File: src/rtl/traffic_pkg.sv
// Shared types and constants for the traffic-light controller timing blocks.
package traffic_pkg;

  typedef enum logic [1:0] {INIT, IDLE, RUN} ptimer_state_t;

  localparam int BCD_MAX = 99;

endpackage

File: src/rtl/phase_countdown_timer_bin2bcd99.sv
// Registered binary-to-two-digit BCD converter; saturates at 99 and flags overflow.
module bin2bcd99
  import traffic_pkg::*;
#(
  parameter int W = 8
) (
  input  logic         clk,
  input  logic         rst_n,
  input  logic [W-1:0] bin,
  output logic [3:0]   tens,
  output logic [3:0]   units,
  output logic         ovf
);

  // Widen so 99 is representable even for narrow counts.
  localparam int XW = (W > 7) ? W : 7;

  logic [XW-1:0] bin_x;
  logic          over;
  logic [3:0]    tens_d, units_d;
  logic [3:0]    tens_q, units_q;

  always_comb begin
    bin_x   = XW'(bin);
    over    = bin_x > XW'(BCD_MAX);
    tens_d  = 4'd9;
    units_d = 4'd9;
    if (!over) begin
      tens_d  = 4'(bin_x / XW'(10));
      units_d = 4'(bin_x % XW'(10));
    end
  end

  always_ff @(posedge clk or negedge rst_n) begin
    if (!rst_n) begin
      tens_q  <= '0;
      units_q <= '0;
    end else begin
      tens_q  <= tens_d;
      units_q <= units_d;
    end
  end

  assign tens  = tens_q;
  assign units = units_q;

  generate
    if (W > 6) begin : g_ovf
      logic ovf_q;
      always_ff @(posedge clk or negedge rst_n) begin
        if (!rst_n) ovf_q <= 1'b0;
        else        ovf_q <= over;
      end
      assign ovf = ovf_q;
    end else begin : g_no_ovf
      // A count of 6 bits or fewer can never exceed 99.
      assign ovf = 1'b0;
    end
  endgenerate

endmodule

File: src/rtl/phase_countdown_timer.sv
// Multi-phase countdown timer: per-phase durations, run/hold/restart control,
// phase-change pulse and registered BCD display digits.
module phase_countdown_timer
  import traffic_pkg::*;
#(
  parameter  int W    = 8,
  parameter  int NPH  = 3,
  localparam int PH_W = $clog2(NPH)
) (
  input  logic            clk,
  input  logic            rst_n,
  input  logic            pulse_1s,
  input  logic            enable,
  input  logic            hold,
  input  logic            restart,
  input  logic [NPH*W-1:0] dur,
  output logic [W-1:0]    count,
  output logic [PH_W-1:0] phase,
  output logic            phase_done,
  output logic [3:0]      bcd_tens,
  output logic [3:0]      bcd_units,
  output logic            disp_ovf
);

  ptimer_state_t         state_q, state_d;
  logic [W-1:0]          count_q, count_d;
  logic [PH_W-1:0]       phase_q, phase_d;
  logic                  phase_done_q, phase_done_d;
  logic [NPH-1:0][W-1:0] dur_a;
  logic [PH_W-1:0]       phase_nxt;
  logic                  tick;

  assign dur_a     = dur;
  assign phase_nxt = (phase_q == PH_W'(NPH-1)) ? '0 : phase_q + 1'b1;
  assign tick      = pulse_1s && !hold;

  always_ff @(posedge clk or negedge rst_n) begin
    if (!rst_n) begin
      state_q      <= INIT;
      count_q      <= '0;
      phase_q      <= '0;
      phase_done_q <= 1'b0;
    end else begin
      state_q      <= state_d;
      count_q      <= count_d;
      phase_q      <= phase_d;
      phase_done_q <= phase_done_d;
    end
  end

  // Ticks outside RUN, or on the same edge as a restart/disable, are dropped.
  always_comb begin
    state_d      = state_q;
    count_d      = count_q;
    phase_d      = phase_q;
    phase_done_d = 1'b0;
    unique case (state_q)
      INIT: begin
        count_d = dur_a[0];
        phase_d = '0;
        state_d = enable ? RUN : IDLE;
      end
      IDLE, RUN: begin
        if (restart) begin
          count_d = dur_a[0];
          phase_d = '0;
          state_d = enable ? RUN : IDLE;
        end else if (!enable) begin
          state_d = IDLE;
        end else if (state_q == IDLE) begin
          state_d = RUN;
        end else if (tick) begin
          if (count_q != '0) begin
            count_d = count_q - 1'b1;
          end else begin
            phase_d      = phase_nxt;
            count_d      = dur_a[phase_nxt];
            phase_done_d = 1'b1;
          end
        end
      end
      default: state_d = INIT;
    endcase
  end

  assign count      = count_q;
  assign phase      = phase_q;
  assign phase_done = phase_done_q;

  bin2bcd99 #(.W(W)) u_bcd (
    .clk   (clk),
    .rst_n (rst_n),
    .bin   (count_q),
    .tens  (bcd_tens),
    .units (bcd_units),
    .ovf   (disp_ovf)
  );

endmodule

File: config.mk
export PLATFORM = sky130hd
export DESIGN_NAME = phase_countdown_timer
export DESIGN_NICKNAME = d
export VERILOG_FILES = /design/src/rtl/traffic_pkg.sv /design/src/rtl/phase_countdown_timer_bin2bcd99.sv /design/src/rtl/phase_countdown_timer.sv
export SDC_FILE = /design/constraint.sdc
export NUM_CORES = 1
export LEC_CHECK = 0
export CAP_MARGIN = 0
export CORE_UTILIZATION = 45
export DETAILED_ROUTE_END_ITERATION = 6
export GPL_ROUTABILITY_DRIVEN = 0
export PLACE_DENSITY = 0.73
export SYNTH_ARGS = -nofsm -noshare
export SYNTH_HDL_FRONTEND = slang
export SYNTH_HIERARCHICAL = 1
export SYNTH_SLANG_ARGS = --single-unit
File: constraint.sdc
create_clock -name clk -period 3.8 [get_ports clk]
set_clock_uncertainty 0.2 [all_clocks]
set_input_delay 0.76 -clock clk [delete_from_list [all_inputs] [get_ports clk]]
set_output_delay 0.76 -clock clk [all_outputs]
set_load 0.005 [all_outputs]
==> Yosys cells after proc, flatten, opt, wreduce, memory -nomap -nowiden <==
Index checks and enable logic that the tools add are counted.
{ "totals": {"ram_bits": 0, "inputBits": 30, "n_memories": 0, "reg_bits": 22, "word_cells": 57, "latch_bits": 0, "mem_bits_ro": 0} }
{ "op_classes": {"n_lt_le_gt_ge": 2, "n_div": 2, "n_reduce_logical": 8, "muxes": 28, "shifts": 0, "n_eq_ne": 8, "add_sub_neg": 2, "bitwise": 0, "mul": 0} }
{ "op_table": {"columns": ["op", "count"], "rows": [
  ["8-bit two-way mux", 6],
  ["2-bit two-way mux", 10],
  ["8-bit binary-select mux with 2-bit select", 1],
  ["8-bit one-hot mux with 2 select lines", 1],
  ["3-bit inequality test (second input constant)", 4],
  ["8-bit by 4-bit divider with 8-bit output (second input constant)", 1],
  ["8-bit by 7-bit > comparator with 1-bit output (second input constant)", 1],
  ["8-bit by 4-bit remainder unit with 8-bit output (second input constant)", 1],
  ["4-bit two-way mux", 2],
  ["2-bit one-hot mux with 2 select lines", 2],
  ["8-bit nonzero test", 1],
  ["8-bit by 1-bit subtractor with 8-bit output (second input constant)", 1],
  ["1-bit two-way mux", 6],
  ["5-bit AND reduction", 1],
  ["2-bit == test (second input constant)", 2],
  ["4-bit inequality test (second input constant)", 1],
  ["4-bit AND reduction", 1],
  ["2-bit by 3-bit < comparator with 1-bit output (second input constant)", 1],
  ["2-bit by 1-bit adder with 2-bit output (second input constant)", 1],
  ["2-bit by 1-bit == test with 1-bit output (second input constant)", 1],
  ["2-bit zero test", 1],
  ["2-bit nonzero test", 1],
  ["2-bit OR reduction", 1],
  ["1-bit logical AND", 1],
  ["1-bit zero test", 1]
]} }

==> Depth between registers and ports, before layout <==
Gate-level depths: netlist (run 1).
{ "logic_depth": {"depth_word": 10, "ltp_mapped": 8, "depth_no_buf": 6} }

==> Hierarchy <==
Netlist (run 1), hierarchy kept.
{ "modules_own_cells": {"columns": ["module", "cells_per_inst", "area_per_inst_um2", "seq_area_each_um2", "n_inst"], "rows": [
  ["phase_countdown_timer", 131, 1141.1, 325.3, 1],
  ["bin2bcd99", 124, 1006.0, 225.2, 1]
]} }

==> Worst setup path after synthesis (run 1) <==
OpenSTA, ideal clock, no wires.
{ "synth_path": {"kind": "register to register", "start": "reg count_q[1] (netlist: count[1])", "end": "reg phase_q[1] (netlist: phase[1])", "setup_slack_ps": 1652, "required_time_ps": 3472, "synth_period_minus_slack_ps": 2148, "arrival_ps": 1821, "setup_time_ps": 128, "stages_incl_launch_ff": 7, "n_path_buf": 0, "cell_sequence": "dfrtp_1 -> inv_1 -> ha_1 -> or3b_2 -> nor2_4 -> o221ai_2 -> mux2_1"} }
{ "synth_between": {"elab_chain_len": 3} }
{ "synth_rtl": {"columns": ["element", "line", "rtl"], "rows": [
  ["from (decl)", "phase_countdown_timer.sv:26", "logic [W-1:0] count_q, count_d;"],
  ["from (signal assigned)", "phase_countdown_timer.sv:45", "count_q <= count_d;"],
  ["8-bit nonzero test", "phase_countdown_timer.sv:73", "if (count_q != '0) begin"],
  ["3-bit inequality test (no line)", null, null],
  ["5-bit AND reduction (no line)", null, null],
  ["to (signal assigned)", "phase_countdown_timer.sv:46", "phase_q <= phase_d;"],
  ["to (decl)", "phase_countdown_timer.sv:27", "logic [PH_W-1:0] phase_q, phase_d;"]
]} }
Every way passes these cells.
A chain may end at the register's enable or synchronous reset.

==> Worst setup path in the final report (run 1) <==
{ "layout_path": {"start": "reg count_q[5] (netlist: count[5])", "end": "out count[5]"} }
{ "layout_rtl": {"columns": ["element", "line", "rtl"], "rows": [
  ["to (decl)", "phase_countdown_timer.sv:17", "output logic [W-1:0] count,"]
]} }
No word-level cell between the ends.

==> impl_metrics.ini, run 1 <==
[critical_path]
path_max_fanout = 27
r2r_setup_slack_ns = 1.13
cp_top_family = flip-flops
worstSetupStartpoint = count[5]
required_ns = 2.84
timing.rr.end = count[7]
critPathSlowestCell = dfrtp_1
slowest_delay_ns = 0.89
cp_cell_sequence = clkdlybuf4s50_1
cp.arrival_ns = 1.81
worstSetupPathType = reg2out
cp.buffers_inverters = 1
r2r_cells = 6
cp-end-kind = output pin
start_kind = flop
worstReg2RegStart = state_q[0]

[routing]
postRouteAntennaNets = 0
wire_per_inst_um = 15.3
drc_errors = 1
vias = 2071
dr.first_iter.drc_count = 182
vias_per_cell = 6.02
drt-total-wl_um = 5250
drt_pass1_iterations = 6

[synth]
syn_inst = 255
avgSynthCellArea_sq_um = 8.42
syn-cell-area_sq_mm = 0.00215
ys_seq_elements = 22
synth_fp_nets = 292
ys_seq_area_frac = 0.256
synthFlopType = dfrtp_1
synth_top_area_frac = 0.256
async_reset_ff_frac = 1.00
yosys.area.top_type = dfrtp_1
synth_edf_count = 0
yosys_warnings = 6
synth.distinct_cells = 67
ys_top_cells_by_area = dfrtp_1, o21ai_0, mux2i_1

[pwr]
ir_drop_v = 0.000248
p_leak_nw = 1.01
power.share.clock = 0.109
seq_power_share = 0.309
intPower_mw = 0.853
switchingPower_mw = 0.688
powerDensity_mw_per_mm2 = 584
swShare = 0.446
p_total_mw = 1.54
comb_power_share = 0.582

[sta]
hold_viol = 0
rsz0062_at_grt = no
final.setup.worst_slack_ns = 1.03
fmax_ghz = 0.361
holdWs_ns = 0.417
max_slew.worst_pin.slew_ns = 0.979
min_period_ns = 2.77
slew_headroom = 0.345
finalSetupTns_ns = 0
setup_viol_count_final = 0
final_max_slew_viol_count = 0
fin_crit_sh = 0.730

[clocking]
clock-sinks = 22
clockBufferDepth = 2
cts_root_buf = clkbuf_8
cts_tree = built
cts_setup_buffers = 0
ctsResizeCount = 0
htree_levels = 1
cts.clk_slew.worst_paths_ns = 0.08
clk_latency_ns = 0.27
numCtsBuffers = 3
cts.hold.buffers_added = 0

[hold_path]
hold_start = state_q[0]
min_path_cells = 2
hold_end = state_q[0]
hp-class = reg2reg

[cells_and_area]
seqCellArea_sq_um = 551
multi_input_area_sq_mm = 0.00141
area_delta_synth_final_pct = 22.8
nNetsFinal = 330
final_common_cell = clkdlybuf4s50_1
final_cell_mix = clkdlybuf4s50_1, o21ai_0, dfrtp_1, nand2_1, a21oi_1
instances_no_fill = 344
n_fill_cell = 410
layout-drive-gt1-share = 0.0788
diodes = 0

[placed_design]
post-place-ws_ns = 0.873
placed_cells = 340
dp_hpwl_um = 3900
io_buffer_count = 49

[global_route]
grt_start_max_net_pins = 28
grt_use_total = 0.220
grt_overflow = 0
grt_pass1_vias = 1850
grt_pass1_wl_um = 9000
antenna_found_initial = 0

[floorplanning]
die_h_um = 71.1
boundaryPins = 50
die_area_sq_mm = 0.00505
die_width_um = 71.1
core_area_sq_mm = 0.00447
rows = 24
initial_core_util = 0.480

[run]
cap_violations = 0

[run_status]
violations = design-rule violations
status = finished, violations left
[cell type report]
cell class	instances	area share
inverter	13	0.0185
clock buffer	4	0.0209
timing repair buffer	52	0.194
tap	52	0.0247
multi-input combinational	201	0.533
sequential	22	0.209
[synthesized netlist by cell type (2+ instances only)]
master,instances
or3b_2,2
a31oi_1,4
nand2_1,18
nor2b_1,4
o211ai_1,2
o221ai_1,2
nand3_1,3
o21a_1,2
a211oi_2,2
nor4_1,4
a211oi_1,5
buf_2,2
o22ai_1,5
a2bb2oi_1,2
clkbuf_1,4
buf_4,4
a32o_1,2
o21ai_0,24
o211a_1,2
a21o_1,2
or2_2,2
mux2_1,2
nor2_1,11
nand3b_1,5
dfrtp_1,22
a21oi_1,18
nor3_1,3
nor2_4,2
a222oi_1,2
buf_6,6
o2bb2ai_1,2
xnor2_1,2
ha_1,7
nand2b_1,12
or3_1,5
inv_1,13
nor3b_1,3
nor4b_1,2
mux2i_1,10
xor2_1,3
clkbuf_4,2
[layer usage]
layer | up-vias | track usage | share of wire
met5 | - | 0 | 0
met4 | 0 | 0.0333 | 0.0034
met3 | 4 | 0.0399 | 0.053
met2 | 70 | 0.353 | 0.47
met1 | 975 | 0.317 | 0.47
li1 | 1022 | - | -
[worst max path at each step]
stage / depth (start not counted) / slack [ns] / end
3_5_place_dp: 5 / 0.87 / count[7]
5_1_grt: 5 / 0.81 / count[7]
4_1_cts: 1 / 1.03 / count[5]
2_1_floorplan: 6 / 1.65 / phase[1]
3_3_place_gp: 5 / 0.96 / count[3]
6_report: 1 / 1.03 / count[5]
[stage by stage]
| stage | utilization | cell area, sq um |
|---|---|---|
| floorplan | - | 2150 |
| global placement | 0.577 | 2580 |
| detailed placement | 0.577 | 2580 |
| CTS | 0.589 | 2640 |
| global route | 0.589 | 2640 |
| finish | 0.589 | 2640 |
[power by group through the flow]
stage	logic [mW]	registers (mW)	clock network [mW]
2_1_floorplan	0.708	0.387	0
3_3_place_gp	0.881	0.478	0
3_5_place_dp	0.886	0.480	0
4_1_cts	0.893	0.475	0.170
5_1_grt	0.991	0.496	0.182
6_report	0.898	0.476	0.168
[registers in the layout (all words and copies together), names as in the netlist]
register,flops
phase,2
u_bcd/units,4
count,8
state_q,2
u_bcd/tens,4
phase_done,1
u_bcd/ovf,1
[logic make-up after synthesis]
group / Yosys count / synth area share
xor gates and xnor gates: 6 / 0.0280
and+or+nand+nor: 84 / 0.231
buffers and inverters: 32 / 0.0892
adders and majority gates: 8 / 0.0460
AOI/OAI and AO/OA: 90 / 0.287
muxes: 13 / 0.0624
DFF: 22 / 0.256
(Power assumes the default switching activity.)
==> run 2, diff against run 1 <==
--- a/config.mk
+++ b/config.mk
@@ -9,7 +9,7 @@
 export CORE_UTILIZATION = 45
 export DETAILED_ROUTE_END_ITERATION = 6
 export GPL_ROUTABILITY_DRIVEN = 0
-export PLACE_DENSITY = 0.73
+export PLACE_DENSITY = 0.76
 export SYNTH_ARGS = -nofsm -noshare
 export SYNTH_HDL_FRONTEND = slang
 export SYNTH_HIERARCHICAL = 1
==> constraint.sdc (replaced) <==
create_clock -name clk -period 2.3 [get_ports clk]
set_clock_uncertainty 0.2 [all_clocks]
set_input_delay 0.46 -clock clk [delete_from_list [all_inputs] [get_ports clk]]
set_output_delay 0.46 -clock clk [all_outputs]
set_load 0.005 [all_outputs]
==> run 2 against run 1 <==
Net effect:
- largest power group unchanged
- wire length increased by 6.1%
- non-clock buffer count increased by 23
- worst setup slack got worse by 0.93 ns
- sequential power increased by 32%
- die area unchanged
- the flow still finishes with violations (design-rule violations)
- count of clock-buffer cells in the layout decreased by 1
- sequential cell count unchanged
==> impl_metrics.ini, run 2 (synthesis results as in run 1) <==
[cells_and_area]
largest_register_ffs = 8
seqCellArea_sq_um = 552
final_cell_mix = clkdlybuf4s50_1, o21ai_0, buf_4, dfrtp_1
fin_area_sq_mm = 0.00286
area_delta_synth_final_pct = 33.3
final_common_cell = clkdlybuf4s50_1
n_fill_cell = 369
layout-drive-gt1-share = 0.159
multi_input_area_sq_mm = 0.00142
diodes = 0
nNetsFinal = 353

[critical_path]
path_max_fanout = 14
start_kind = flop
cp_top_family = compound AO/OA/AOI/OAI gates
cp_cell_sequence = nor2b_1 > a32o_1 > a222oi_1 > buf_4 > nor2_1 > o21ai_0 > a31oi_1
cp.arrival_ns = 2.14
required_ns = 2.24
worstSetupPathType = reg2reg
slowest_delay_ns = 0.56
path_depth = 7
cp.buffers_inverters = 1
timing.rr.end = u_bcd/units[2]
worstReg2RegStart = count[6]
r2r_setup_slack_ns = 0.09
worstSetupStartpoint = count[6]
crit_end = u_bcd/units[2]
cp-end-kind = flop
critPathSlowestCell = dfrtp_1
r2r_cells = 7

[sta]
max_slew.worst_pin.slew_ns = 0.527
fmax_ghz = 0.453
slew_headroom = 0.647
hold_viol = 0
holdWs_ns = 0.344
final_max_slew_viol_count = 0
min_period_ns = 2.21
fin_crit_sh = 0.959
setup_viol_count_final = 0

[pwr]
seq_power_share = 0.219
intPower_mw = 1.67
switchingPower_mw = 1.20
comb_power_share = 0.656
ir_drop_v = 0.000413
p_total_mw = 2.87
power.share.clock = 0.124
swShare = 0.417
powerDensity_mw_per_mm2 = 1000
p_leak_nw = 1.15

[clocking]
cts.clk_slew.worst_paths_ns = 0.08
cts.hold.buffers_added = 0
htree_levels = 1
cts_root_buf = clkbuf_8
clock-sinks = 22
numCtsBuffers = 3
clk_latency_ns = 0.26
cts_tree = built
clockBufferDepth = 2

[global_route]
grt_start_max_net_pins = 32
grt_use_met1 = 0.307
grt_pass1_wl_um = 9370
grt_overflow = 0
top_usage_layer = met2
gr-usage-met2 = 0.387
grt_use_total = 0.228
grtUsageMet3 = 0.0385
antenna_found_initial = 0
grt_pass1_vias = 2052

[run]
cap_violations = 0

[routing]
postRouteAntennaNets = 0
vias_per_cell = 5.97
dr.first_iter.drc_count = 149
drt_pass1_iterations = 7
drc_errors = 2
wire_per_inst_um = 15.2
vias = 2192
drt-total-wl_um = 5570

[hold_path]
hp-class = in2async

[floorplanning]
boundaryPins = 50
die_width_um = 71.1
die_area_sq_mm = 0.00505
rows = 24
initial_core_util = 0.480
core_area_sq_mm = 0.00447
die_h_um = 71.1

[run_status]
status = finished, violations left
violations = design-rule violations

[placed_design]
io_buffer_count = 49
dp_hpwl_um = 4180
postPlaceCellArea_sq_mm = 0.00277
-- run 2: cell types whose count changed in the layout (fill, tap and decap cells not counted), sizes merged --
cell    before  now
buf          3   26
clkbuf       4    3
bufinv       0    1
-- run 2: layer usage --
layer,part of all wire,vias up
met1,0.46,1022
met4,0.0081,0
met3,0.053,8
li1,-,1071
met2,0.48,91
met5,0,-
-- run 2: worst min path at each step --
stage	depth (start not counted)	slack (ns)	to
floorplan	0	-0.04	count[0]
global placement	2	0.39	count[1]
detailed placement	2	0.39	count[1]
CTS	2	0.35	u_bcd/units[0]
global route	2	0.39	u_bcd/units[0]
finish	2	0.34	count[6]
-- run 2: power by group through the flow --
stage	registers, mW	clock network (mW)	logic [mW]
floorplan	0.639	0	1.17
global placement	0.631	0	1.80
detailed placement	0.633	0	1.82
CTS	0.626	0.362	1.84
global route	0.645	0.379	2.05
finish	0.629	0.357	1.88
-- run 2: what timing repair did --
| item | CTS | global route |
|---|---|---|
| resized for setup | 0 | 4 |
| setup endpoints to repair | 0 | 4 |
| buffers inserted | 0 | 1 |
-- run 2: metrics by stage --
step	util	TNS [ns]	worst slack [ns]	std cells
2_1_floorplan	-	0	0.152	255
3_3_place_gp	0.620	0	0.133	362
3_5_place_dp	0.620	0	0.0777	362
4_1_cts	0.636	0	0.109	366
5_1_grt	0.640	-0.0159	-0.0159	367
6_report	0.640	0	0.0938	367
-- run 2: worst register-to-register path, cell delays in order, from the launching register on --
cell and delay [ns]:
dfrtp_1 0.56, nor2b_1 0.27, a32o_1 0.28, a222oi_1 0.34, buf_4 0.19, nor2_1 0.04, o21ai_0 0.15, a31oi_1 0.06
-- run 2: area by class of cell --
type,instances,area share
Clock buffer,3,0.0144
Clock inverter,1,0.0105
Inverter,13,0.0170
Multi-Input combinational cell,201,0.494
Sequential cell,22,0.193
Tap cell,52,0.0227
Timing Repair Buffer,75,0.248
